**config.mk**
```make
export PLATFORM = sky130hd
export DESIGN_NAME = spi_peripheral_flat
export DESIGN_NICKNAME = d
export VERILOG_FILES = /design/src/rtl/spi_peripheral_if.sv /design/src/rtl/spi_peripheral.sv /design/src/flat_wrapper.sv
export SDC_FILE = /design/constraint.sdc
export NUM_CORES = 1
export LEC_CHECK = 0
export ABC_AREA = 0
export CORE_ASPECT_RATIO = 1.75
export CORE_MARGIN = 2
export CORE_UTILIZATION = 60
export CTS_CLUSTER_DIAMETER = 50
export DETAILED_ROUTE_END_ITERATION = 8
export DONT_BUFFER_PORTS = 1
export PLACE_DENSITY_LB_ADDON = 0.3
export SYNTH_ARGS = -nofsm -noshare
export SYNTH_HDL_FRONTEND = slang
export SYNTH_SLANG_ARGS = --single-unit
```
**constraint.sdc**
```tcl
create_clock -name clk -period 3.7 [get_ports clk]
set_input_delay 0.74 -clock clk [delete_from_list [all_inputs] [get_ports clk]]
set_output_delay 0.74 -clock clk [all_outputs]
set_load 0.02 [all_outputs]
```
**src/rtl/spi_peripheral_if.sv**
```systemverilog
// SPI pin bundle between an external controller and spi_peripheral.
`timescale 1ns/1ps

interface spi_peripheral_if;
    logic sclk;
    logic copi;
    logic ncs;

    modport master (output sclk, output copi, output ncs);
    modport slave  (input  sclk, input  copi, input  ncs);
endinterface

```
**src/rtl/spi_peripheral.sv**
```systemverilog
// Write-only SPI mode-0 target that loads the five PWM control registers,
// committing each 16-bit write frame atomically when nCS deasserts.
//
// state  | meaning
// IDLE   | waiting for synchronised nCS low; clears bit counter and shift register
// SHIFT  | sampling COPI on synchronised SCLK rises, up to 16 bits
// COMMIT | one cycle; writes the addressed register if the frame is a valid write
`timescale 1ns/1ps

module spi_peripheral #(
    parameter int         SYNC_STAGES = 2,
    parameter logic [6:0] MAX_ADDR    = 7'h04
) (
    input  logic                clk,
    input  logic                rst_n,
    spi_peripheral_if.slave     spi,
    output logic [7:0]          en_reg_out_7_0,
    output logic [7:0]          en_reg_out_15_8,
    output logic [7:0]          en_reg_pwm_7_0,
    output logic [7:0]          en_reg_pwm_15_8,
    output logic [7:0]          pwm_duty_cycle,
    output logic                wr_strobe
);

    typedef enum logic [1:0] {IDLE, SHIFT, COMMIT} state_t;

    state_t                 state, next_state;
    logic [SYNC_STAGES-1:0] sclk_sync, copi_sync, ncs_sync;
    logic                   sclk_s, copi_s, ncs_s;
    logic                   sclk_d, ncs_d;
    logic                   sclk_rise, ncs_rise;
    logic [4:0]             bit_cnt;
    logic [15:0]            shift_q;
    logic                   frame_ok;
    logic                   clear_frame;
    logic                   shift_en;

    // Synchronisers reset to the idle bus: SCLK low, COPI low, nCS high
    always_ff @(posedge clk or negedge rst_n) begin
        if (!rst_n) begin
            sclk_sync <= '0;
            copi_sync <= '0;
            ncs_sync  <= '1;
            sclk_d    <= 1'b0;
            ncs_d     <= 1'b1;
        end else begin
            sclk_sync <= {sclk_sync[SYNC_STAGES-2:0], spi.sclk};
            copi_sync <= {copi_sync[SYNC_STAGES-2:0], spi.copi};
            ncs_sync  <= {ncs_sync[SYNC_STAGES-2:0], spi.ncs};
            sclk_d    <= sclk_s;
            ncs_d     <= ncs_s;
        end
    end

    assign sclk_s    = sclk_sync[SYNC_STAGES-1];
    assign copi_s    = copi_sync[SYNC_STAGES-1];
    assign ncs_s     = ncs_sync[SYNC_STAGES-1];
    assign sclk_rise = sclk_s & ~sclk_d;
    assign ncs_rise  = ncs_s & ~ncs_d;

    assign frame_ok = (bit_cnt == 5'd16) && shift_q[15] && (shift_q[14:8] <= MAX_ADDR);

    always_ff @(posedge clk or negedge rst_n) begin
        if (!rst_n) begin
            state <= IDLE;
        end else begin
            state <= next_state;
        end
    end

    // IDLE follows the nCS level so a fall that lands during COMMIT is still caught
    always_comb begin
        next_state = state;
        case (state)
            IDLE:    if (!ncs_s) next_state = SHIFT;
            SHIFT:   if (ncs_rise) next_state = COMMIT;
            COMMIT:  next_state = IDLE;
            default: next_state = IDLE;
        endcase
    end

    always_comb begin
        clear_frame = 1'b0;
        shift_en    = 1'b0;
        wr_strobe   = 1'b0;
        case (state)
            IDLE:    clear_frame = !ncs_s;
            SHIFT:   shift_en    = !ncs_s && sclk_rise && (bit_cnt < 5'd16);
            COMMIT:  wr_strobe   = frame_ok;
            default: ;
        endcase
    end

    always_ff @(posedge clk or negedge rst_n) begin
        if (!rst_n) begin
            bit_cnt <= 5'd0;
            shift_q <= 16'h0000;
        end else if (clear_frame) begin
            bit_cnt <= 5'd0;
            shift_q <= 16'h0000;
        end else if (shift_en) begin
            bit_cnt <= bit_cnt + 5'd1;
            shift_q <= {shift_q[14:0], copi_s};
        end
    end

    always_ff @(posedge clk or negedge rst_n) begin
        if (!rst_n) begin
            en_reg_out_7_0  <= 8'h00;
            en_reg_out_15_8 <= 8'h00;
            en_reg_pwm_7_0  <= 8'h00;
            en_reg_pwm_15_8 <= 8'h00;
            pwm_duty_cycle  <= 8'h00;
        end else if (wr_strobe) begin
            case (shift_q[14:8])
                7'h00:   en_reg_out_7_0  <= shift_q[7:0];
                7'h01:   en_reg_out_15_8 <= shift_q[7:0];
                7'h02:   en_reg_pwm_7_0  <= shift_q[7:0];
                7'h03:   en_reg_pwm_15_8 <= shift_q[7:0];
                7'h04:   pwm_duty_cycle  <= shift_q[7:0];
                default: ;
            endcase
        end
    end

endmodule

```
**src/flat_wrapper.sv**
```systemverilog
// flat-port wrapper written by rule: the top's interface ports become plain ports
module spi_peripheral_flat 
#(
    parameter int         SYNC_STAGES = 2,
    parameter logic [6:0] MAX_ADDR    = 7'h04
)
  (clk, rst_n, en_reg_out_7_0, en_reg_out_15_8, en_reg_pwm_7_0, en_reg_pwm_15_8, pwm_duty_cycle, wr_strobe, spi_sclk, spi_copi, spi_ncs);
  spi_peripheral_if spi_i ();
  input  logic clk;
  input  logic rst_n;
  output logic [7:0] en_reg_out_7_0;
  output logic [7:0] en_reg_out_15_8;
  output logic [7:0] en_reg_pwm_7_0;
  output logic [7:0] en_reg_pwm_15_8;
  output logic [7:0] pwm_duty_cycle;
  output logic wr_strobe;
  input wire logic [$bits(spi_i.sclk)-1:0] spi_sclk;
  input wire logic [$bits(spi_i.copi)-1:0] spi_copi;
  input wire logic [$bits(spi_i.ncs)-1:0] spi_ncs;
  assign spi_i.sclk = spi_sclk;
  assign spi_i.copi = spi_copi;
  assign spi_i.ncs = spi_ncs;
  spi_peripheral #(.SYNC_STAGES(SYNC_STAGES), .MAX_ADDR(MAX_ADDR)) u_core (.clk(clk), .rst_n(rst_n), .spi(spi_i), .en_reg_out_7_0(en_reg_out_7_0), .en_reg_out_15_8(en_reg_out_15_8), .en_reg_pwm_7_0(en_reg_pwm_7_0), .en_reg_pwm_15_8(en_reg_pwm_15_8), .pwm_duty_cycle(pwm_duty_cycle), .wr_strobe(wr_strobe));
endmodule
```
# Word level (Yosys, flattened, before mapping)
# Cells that the tools add are included.
# classes
order_cmp,2
n_reduce_logical,14
n_eq_ne,9
n_addsub,1
muxes,10
bitwise,4
# ops
cell,count
$mux W16,2
$eq A7 B2 Y1 const B,2
$reduce_and A2 Y1,6
$mux W5,2
$eq A7 B1 Y1 const B,1
$eq A7 B3 Y1 const B,1
$le A7 B3 Y1 const B,1
$logic_not A7 Y1,1
$add A5 B1 Y5 const B,1
$eq A5 B5 Y1 const B,1
$lt A5 B5 Y1 const B,1
$logic_and A1 B1 Y1,4
$mux W2,2
$pmux W2 S2,1
$mux W1,3
$and A1 B1 Y1,2
$eq A2 B1 Y1 const B,1
$eq A2 B2 Y1 const B,1
$logic_not A2 Y1,1
$ne A2 B1 Y1 const B,1
$ne A2 B2 Y1 const B,1
$not A1 Y1,2
$reduce_bool A2 Y1,1
$logic_not A1 Y1,1
# word_totals
inputBits,5
ff_bits,71
output_inout_bits,41

# Logic depth before layout (Yosys ltp)
# Gate-level depths: netlist of run 1.
# depth
depth_word,7
depth_mapped,6
ltp_nobuf,5

# Least setup slack after synthesis of run 1
# No wires, ideal clock.
# synth_path
path_kind,reg2out
from,register u_core.bit_cnt[0]
to,output port wr_strobe
t_required_ns,2.960
path_stages_with_launch,7
path_buffers,1
arrival_time_ns,1.444
path_slack_ns,1.516
cell_sequence,dfrtp_1 > inv_1 > ha_1 > and4b_1 > clkbuf_1 > nand4_1 > nor2_1
# synth_via
elab_chain_cells,4
# synth_rtl
item,line_no,source
"start, declared",spi_peripheral.sv:32,logic [4:0] bit_cnt;
"start signal, assigned",spi_peripheral.sv:102,bit_cnt <= bit_cnt + 5'd1;
$eq A5 B5 Y1,spi_peripheral.sv:61,assign frame_ok = (bit_cnt == 5'd16) && shift_q[15] && (shift_q[14:8] <= MAX_ADDR);
$logic_and A1 B1 Y1 (2 in series),spi_peripheral.sv:61,
$mux W1,spi_peripheral.sv:86,case (state)
"end, declared",flat_wrapper.sv:16,output logic wr_strobe;
# Every way passes these cells.

# Worst setup path after layout of run 1
# layout_path
from,register u_core.state[0]
to,output port wr_strobe
# layout_via
elab_chain_cells,2
# layout_rtl
item,line_no,source
"start, declared",spi_peripheral.sv:27,"state_t state, next_state;"
"start signal, assigned",spi_peripheral.sv:67,state <= next_state;
$eq A2 B2 Y1,spi_peripheral.sv:86,
$mux W1,spi_peripheral.sv:86,
# Every way passes these cells.

==> metrics.txt, run 1 <==
Post-CTS Setup Bufs=0; Post-synth EDFFs=0; CTS tree=done; Synthesis Warnings=0; WL per Instance=19.9 µm; CP bufs+invs=0; register area share after synthesis=62.3%; Final Hold Vio Count=0; Cell variety after synth=28; drt first pass iters=4; max cap viols=0; clk slew on worst S/H paths=70 ps; io pins=46; Layout Skew=7.38 ps; Tightest Hold Check Type=in -> async; startpoint types=flip-flop; min Tclk post-route=2590 ps; crit path cell chain=nor4b_4, nand4_1, nor2_1; die area=5350 µm²; CTS Buffer Depth=2; Slowest-stage cell, CP=nor4b_4; Synth Register Bits=71; routed vias=1771; Fin Setup TNS=0 ps; Routed Antenna Nets=0; total core area=4620 µm²; # resized after CTS=0; I/O Buffers=0; fin area=3090 µm²; DRT iter0 DRCs=67; Post-Syn Nets=222; RSZ-0062 raised after global routing=false; Die X=56.2 µm; estimated wirelength of the detail-placed design=3.68 mm; Die H=95.3 µm; row cnt=33; worst r2r path cells=3; Antenna Cells=0; share of the clock period used by the worst path=70.0%; layout cell share with drive strength beyond 1=31.8%; P&R area growth vs syn=8.14%; grt ovf=0; Max Freq=0.386 GHz; Synth Instances=215; Hold Buf Count CTS=0; drc violations=0; clock root buffer=clkbuf_8; Synth Area per Inst=13.3 µm²; Crit Path Class=reg -> out; initial antenna violation count=0; Sink Count=71; setup violators final=0; largest net degree at the start of global routing=72; max_slew headroom=37.0%; outcome=finished, final reports clean; DR vias/cell=6.44; starting density of the core=61.8%; Critical Path AT=1850 ps; final WL=5.48 mm; fin. max-slew vios=0; TritonCTS buffer count=9; Top FF cell, synth=dfrtp_1; H-tree levels=3; nets=225; Worst Path Required=2960 ps; WHS=90.9 ps; GR Util All Layers=22.6%; slowest stage delay, CP=540 ps; fillers=345; placed instance area=2920 µm²; worst vdd ir=0.000378 V; WP depth=3; Synth async-reset ratio=100%; RD Place Congestion=0.780; Slew @ Worst Pin=932 ps; Leak=1.53 nW; Post-Synthesis Cell Area=2860 µm²; Worst Setup End Kind=output pin; Pwr per Cell Area=446 nW/µm²; vias in the first global route=1812; Critical Path Fanout Max=7; delay-heaviest family, CP=simple AND/OR/NAND/NOR gates; Skew-Pair Late Insertion Delay=340 ps; global-route wire length before repair=8.93 mm
[per-layer routing]
metal  wire (µm)  GRT usage (%)  vias up
met5           0              0        -
met4         125           13.3        0
met3         301           7.46       12
met2        3060           38.7       59
met1        1990           24.1      906
li1            -              -      794
[per-stage QoR]
step	worst slack, ps	power (mW)	instances	util, %
after floorplan	1520	0.840	215	-
after global placement	1500	0.850	259	63.0
after detailed placement	1470	0.854	259	63.0
after CTS	1080	1.39	275	66.9
after global routing	1000	1.43	275	66.9
final	1110	1.38	275	66.9
[final timing paths]
kind,startpoint,endpoint,slack [ps]
min in group clk,u_core.sclk_sync[0],u_core.sclk_sync[1],360
max,u_core.state[0],wr_strobe,1110
max reg2reg,u_core.state[0],u_core.bit_cnt[3],1640
min,rst_n,u_core.en_reg_pwm_15_8[2],90
min reg2reg,u_core.sclk_sync[0],u_core.sclk_sync[1],360
max in group asynchronous,rst_n,u_core.ncs_sync[1],3430
[Yosys cell counts (all sizes together) (2+ instances only)]
cell / n / area, µm²
dfrtp: 68 / 1700
or2: 2 / 12.5
mux2: 40 / 450
clkbuf: 10 / 37.5
nor2: 4 / 17.5
nand3: 20 / 100
nand4: 6 / 68.8
a21oi: 20 / 100
ha: 2 / 25.0
inv: 2 / 7.51
nor4bb: 3 / 30.0
o21ai: 20 / 100
dfstp: 3 / 78.8
nor4b: 4 / 50.1
[state kept, by name (all words and copies together) (netlist names)]
name,count
u_core.sclk_d,1
u_core.copi_sync,2
u_core.bit_cnt,5
u_core.en_reg_out_7_0,8
u_core.ncs_sync,2
u_core.en_reg_pwm_7_0,8
u_core.state,2
u_core.ncs_d,1
u_core.pwm_duty_cycle,8
u_core.shift_q,16
u_core.en_reg_pwm_15_8,8
u_core.sclk_sync,2
u_core.en_reg_out_15_8,8
[logic make-up after synthesis]
kind of cell	synth area share [%]
AO/OA/AOI/OAI	7.48
adder cells (fa/ha/maj)	0.875
buffers and inverters	1.75
flip-flops	62.3
multiplexers	16.1
AND/OR/NAND/NOR	11.5
[power by group]
part           internal, mW  total [mW]  switching, mW
logic                0.0127      0.0402         0.0275
clock network         0.278       0.540          0.262
registers             0.788       0.800         0.0122
[worst reg2reg max path, stage by stage (launching register included)]
cell       delay, ps
dfrtp_1          500
nand4bb_1        630
or4_1            700
a21oi_1          150
[layout make-up]
type / count / area [µm²] / area share (%)
multi-input cells: 131 / 1040 / 33.6
well taps: 52 / 65.1 / 2.10
flip-flops and latches: 71 / 1780 / 57.6
inverters: 2 / 7.51 / 0.243
repair buffers: 3 / 22.5 / 0.728
clock inverters: 3 / 17.5 / 0.567
clock buffers: 13 / 159 / 5.14
[cell usage in the layout, fill, tap and decap left out, types with 2 or more instances in the layout]
cell / count
nor2_1: 3
nand4_2: 5
nor4b_1: 3
inv_1: 2
clkbuf_1: 2
nor4bb_1: 2
dfrtp_1: 68
clkinv_2: 2
clkbuf_8: 11
o21ai_0: 20
nand3_1: 20
mux2_2: 40
a21oi_1: 20
ha_1: 2
buf_4: 3
dfstp_2: 3
or2_2: 2
(Power assumes the default switching activity.)
==> inputs of run 2 (changes only) <==
- clock period: 3.7 -> 2.65 ns (I/O delays scaled with it)
==> run 2 against run 1 <==
Effect of this change:
- via count up 2.1%
- final cell count up 1.1%
- hold slack worse by 55 ps
- routed wire length up 3.4%
- sequential power up 40%
- global-route usage up 1.1 points
- register-to-register slack worse by 990 ps
- clock power up 60%
- sequential cell count unchanged
- cell area up 2.4%
- combinational power up 100%
==> metrics.txt, run 2 (synthesized netlist as in run 1, its figures left out) <==
outcome=finished, final reports clean; global-route wire length before repair=9.34 mm; Critical Path Fanout Max=6; total core area=4620 µm²; Fin Setup TNS=0 ps; Layout Skew=8.72 ps; WP depth=5; share of the clock period used by the worst path=89.5%; setup violators final=0; RSZ-0062 raised after global routing=false; clk slew on worst S/H paths=70 ps; Die H=95.3 µm; P&R area growth vs syn=10.7%; max cap viols=0; Routed Antenna Nets=0; final WL=5.67 mm; Slowest-stage cell, CP=dfrtp_1; R2R Setup Slk=650 ps; fin. max-slew vios=0; drc violations=0; worst vdd ir=0.000458 V; Sink Count=71; Tightest Hold Check Type=in -> async; row cnt=33; delay-heaviest family, CP=simple AND/OR/NAND/NOR gates; Antenna Cells=0; Final WS setup=278 ps; Final Hold Vio Count=0; max_slew headroom=52.8%; DP Worst Slack=632 ps; H-tree levels=3; starting density of the core=61.8%; most common cell after layout, fill and taps aside=dfrtp_1; # resized after CTS=0; CP bufs+invs=1; min Tclk post-route=2370 ps; DR vias/cell=6.50; crit path cell chain=inv_1, ha_1, and4b_1, nand4_1, nor2_1; WL per Instance=20.4 µm; Worst Setup End Kind=output pin; Max Freq=0.422 GHz; clock root buffer=clkbuf_8; CTS tree=done; RD Place Congestion=0.819; io pins=46; total power=2.06 mW; Worst Path Required=2120 ps; Pwr per Cell Area=651 nW/µm²; Slew @ Worst Pin=705 ps; routed vias=1808; layout cell share with drive strength beyond 1=33.6%; grt ovf=0; estimated wirelength of the detail-placed design=3.79 mm; worst reg2reg path startpoint=u_core.state[0]; Leak=1.57 nW; slowest stage delay, CP=410 ps; I/O Buffers=0; worst r2r path cells=3; commonest non-fill, non-tap cells in the layout=dfrtp_1, mux2_2, o21ai_0, nand3_1, a21oi_1; TritonCTS buffer count=9; startpoint types=flip-flop; largest net degree at the start of global routing=69; GR Util All Layers=23.7%; Die X=56.2 µm; Crit Path Class=reg -> out; max reg flops=16; Reg with most FFs=u_core.shift_q; die area=5350 µm²; DRT iter0 DRCs=58; Skew-Pair Late Insertion Delay=340 ps; CTS Buffer Depth=2; Critical Path AT=1840 ps; vias in the first global route=1879; drt first pass iters=5; r2r endpoint=u_core.en_reg_out_15_8[1]; initial antenna violation count=0; nets=228
-- run 2: cell count changes in the layout (fill, tap and decap cells not counted) --
cell | previous run | this run
buf_4 | 3 | 5
clkinv_4 | 0 | 1
bufinv_16 | 0 | 1
clkbuf_1 | 2 | 0
buf_16 | 0 | 1
-- run 2: cell type report --
cell class,instances,area (µm²)
clock inverters,5,56.3
clock buffers,11,151
inverters,2,7.51
repair buffers,6,65.1
flip-flops and latches,71,1780
multi-input cells,131,1040
well taps,52,65.1
fillers,333,1460
-- run 2: how the worst max path moves through the flow --
| stage | startpoint | end | slack, ps |
|---|---|---|---|
| floorplan | u_core.bit_cnt[0] | wr_strobe | 680 |
| detailed placement | u_core.state[0] | wr_strobe | 630 |
| global route | u_core.state[0] | wr_strobe | 130 |
| global placement | u_core.state[0] | wr_strobe | 660 |
| CTS | u_core.bit_cnt[0] | wr_strobe | 250 |
| finish | u_core.bit_cnt[0] | wr_strobe | 280 |
-- run 2: per-stage QoR --
step / cells / instance area, µm² / util (%) / hold slack, ps
after global placement: 261 / 2930 / 63.4 / 236
after floorplan: 215 / 2860 / - / 234
after CTS: 278 / 3170 / 68.5 / 20.3
after detailed placement: 261 / 2930 / 63.4 / 236
final: 278 / 3170 / 68.5 / 36.3
after global routing: 278 / 3170 / 68.5 / 8.38
-- run 2: where the power goes --
group / switching, mW / internal, mW
clock network: 0.382 / 0.484
logic: 0.0562 / 0.0241
registers: 0.0165 / 1.10
-- run 2: timing repair --
item                                   4_1_cts  5_1_grt
endpoints found under the hold margin       68        0
hold buffers                                 1        0
setup buffers                                0        0
-- run 2: layer usage --
layer	track usage [%]	vias up	part of all wire (%)
met4	12.9	0	3.5
met3	7.60	15	4.9
met1	24.7	919	36
li1	-	805	-
met2	41.9	69	56
met5	0	-	0
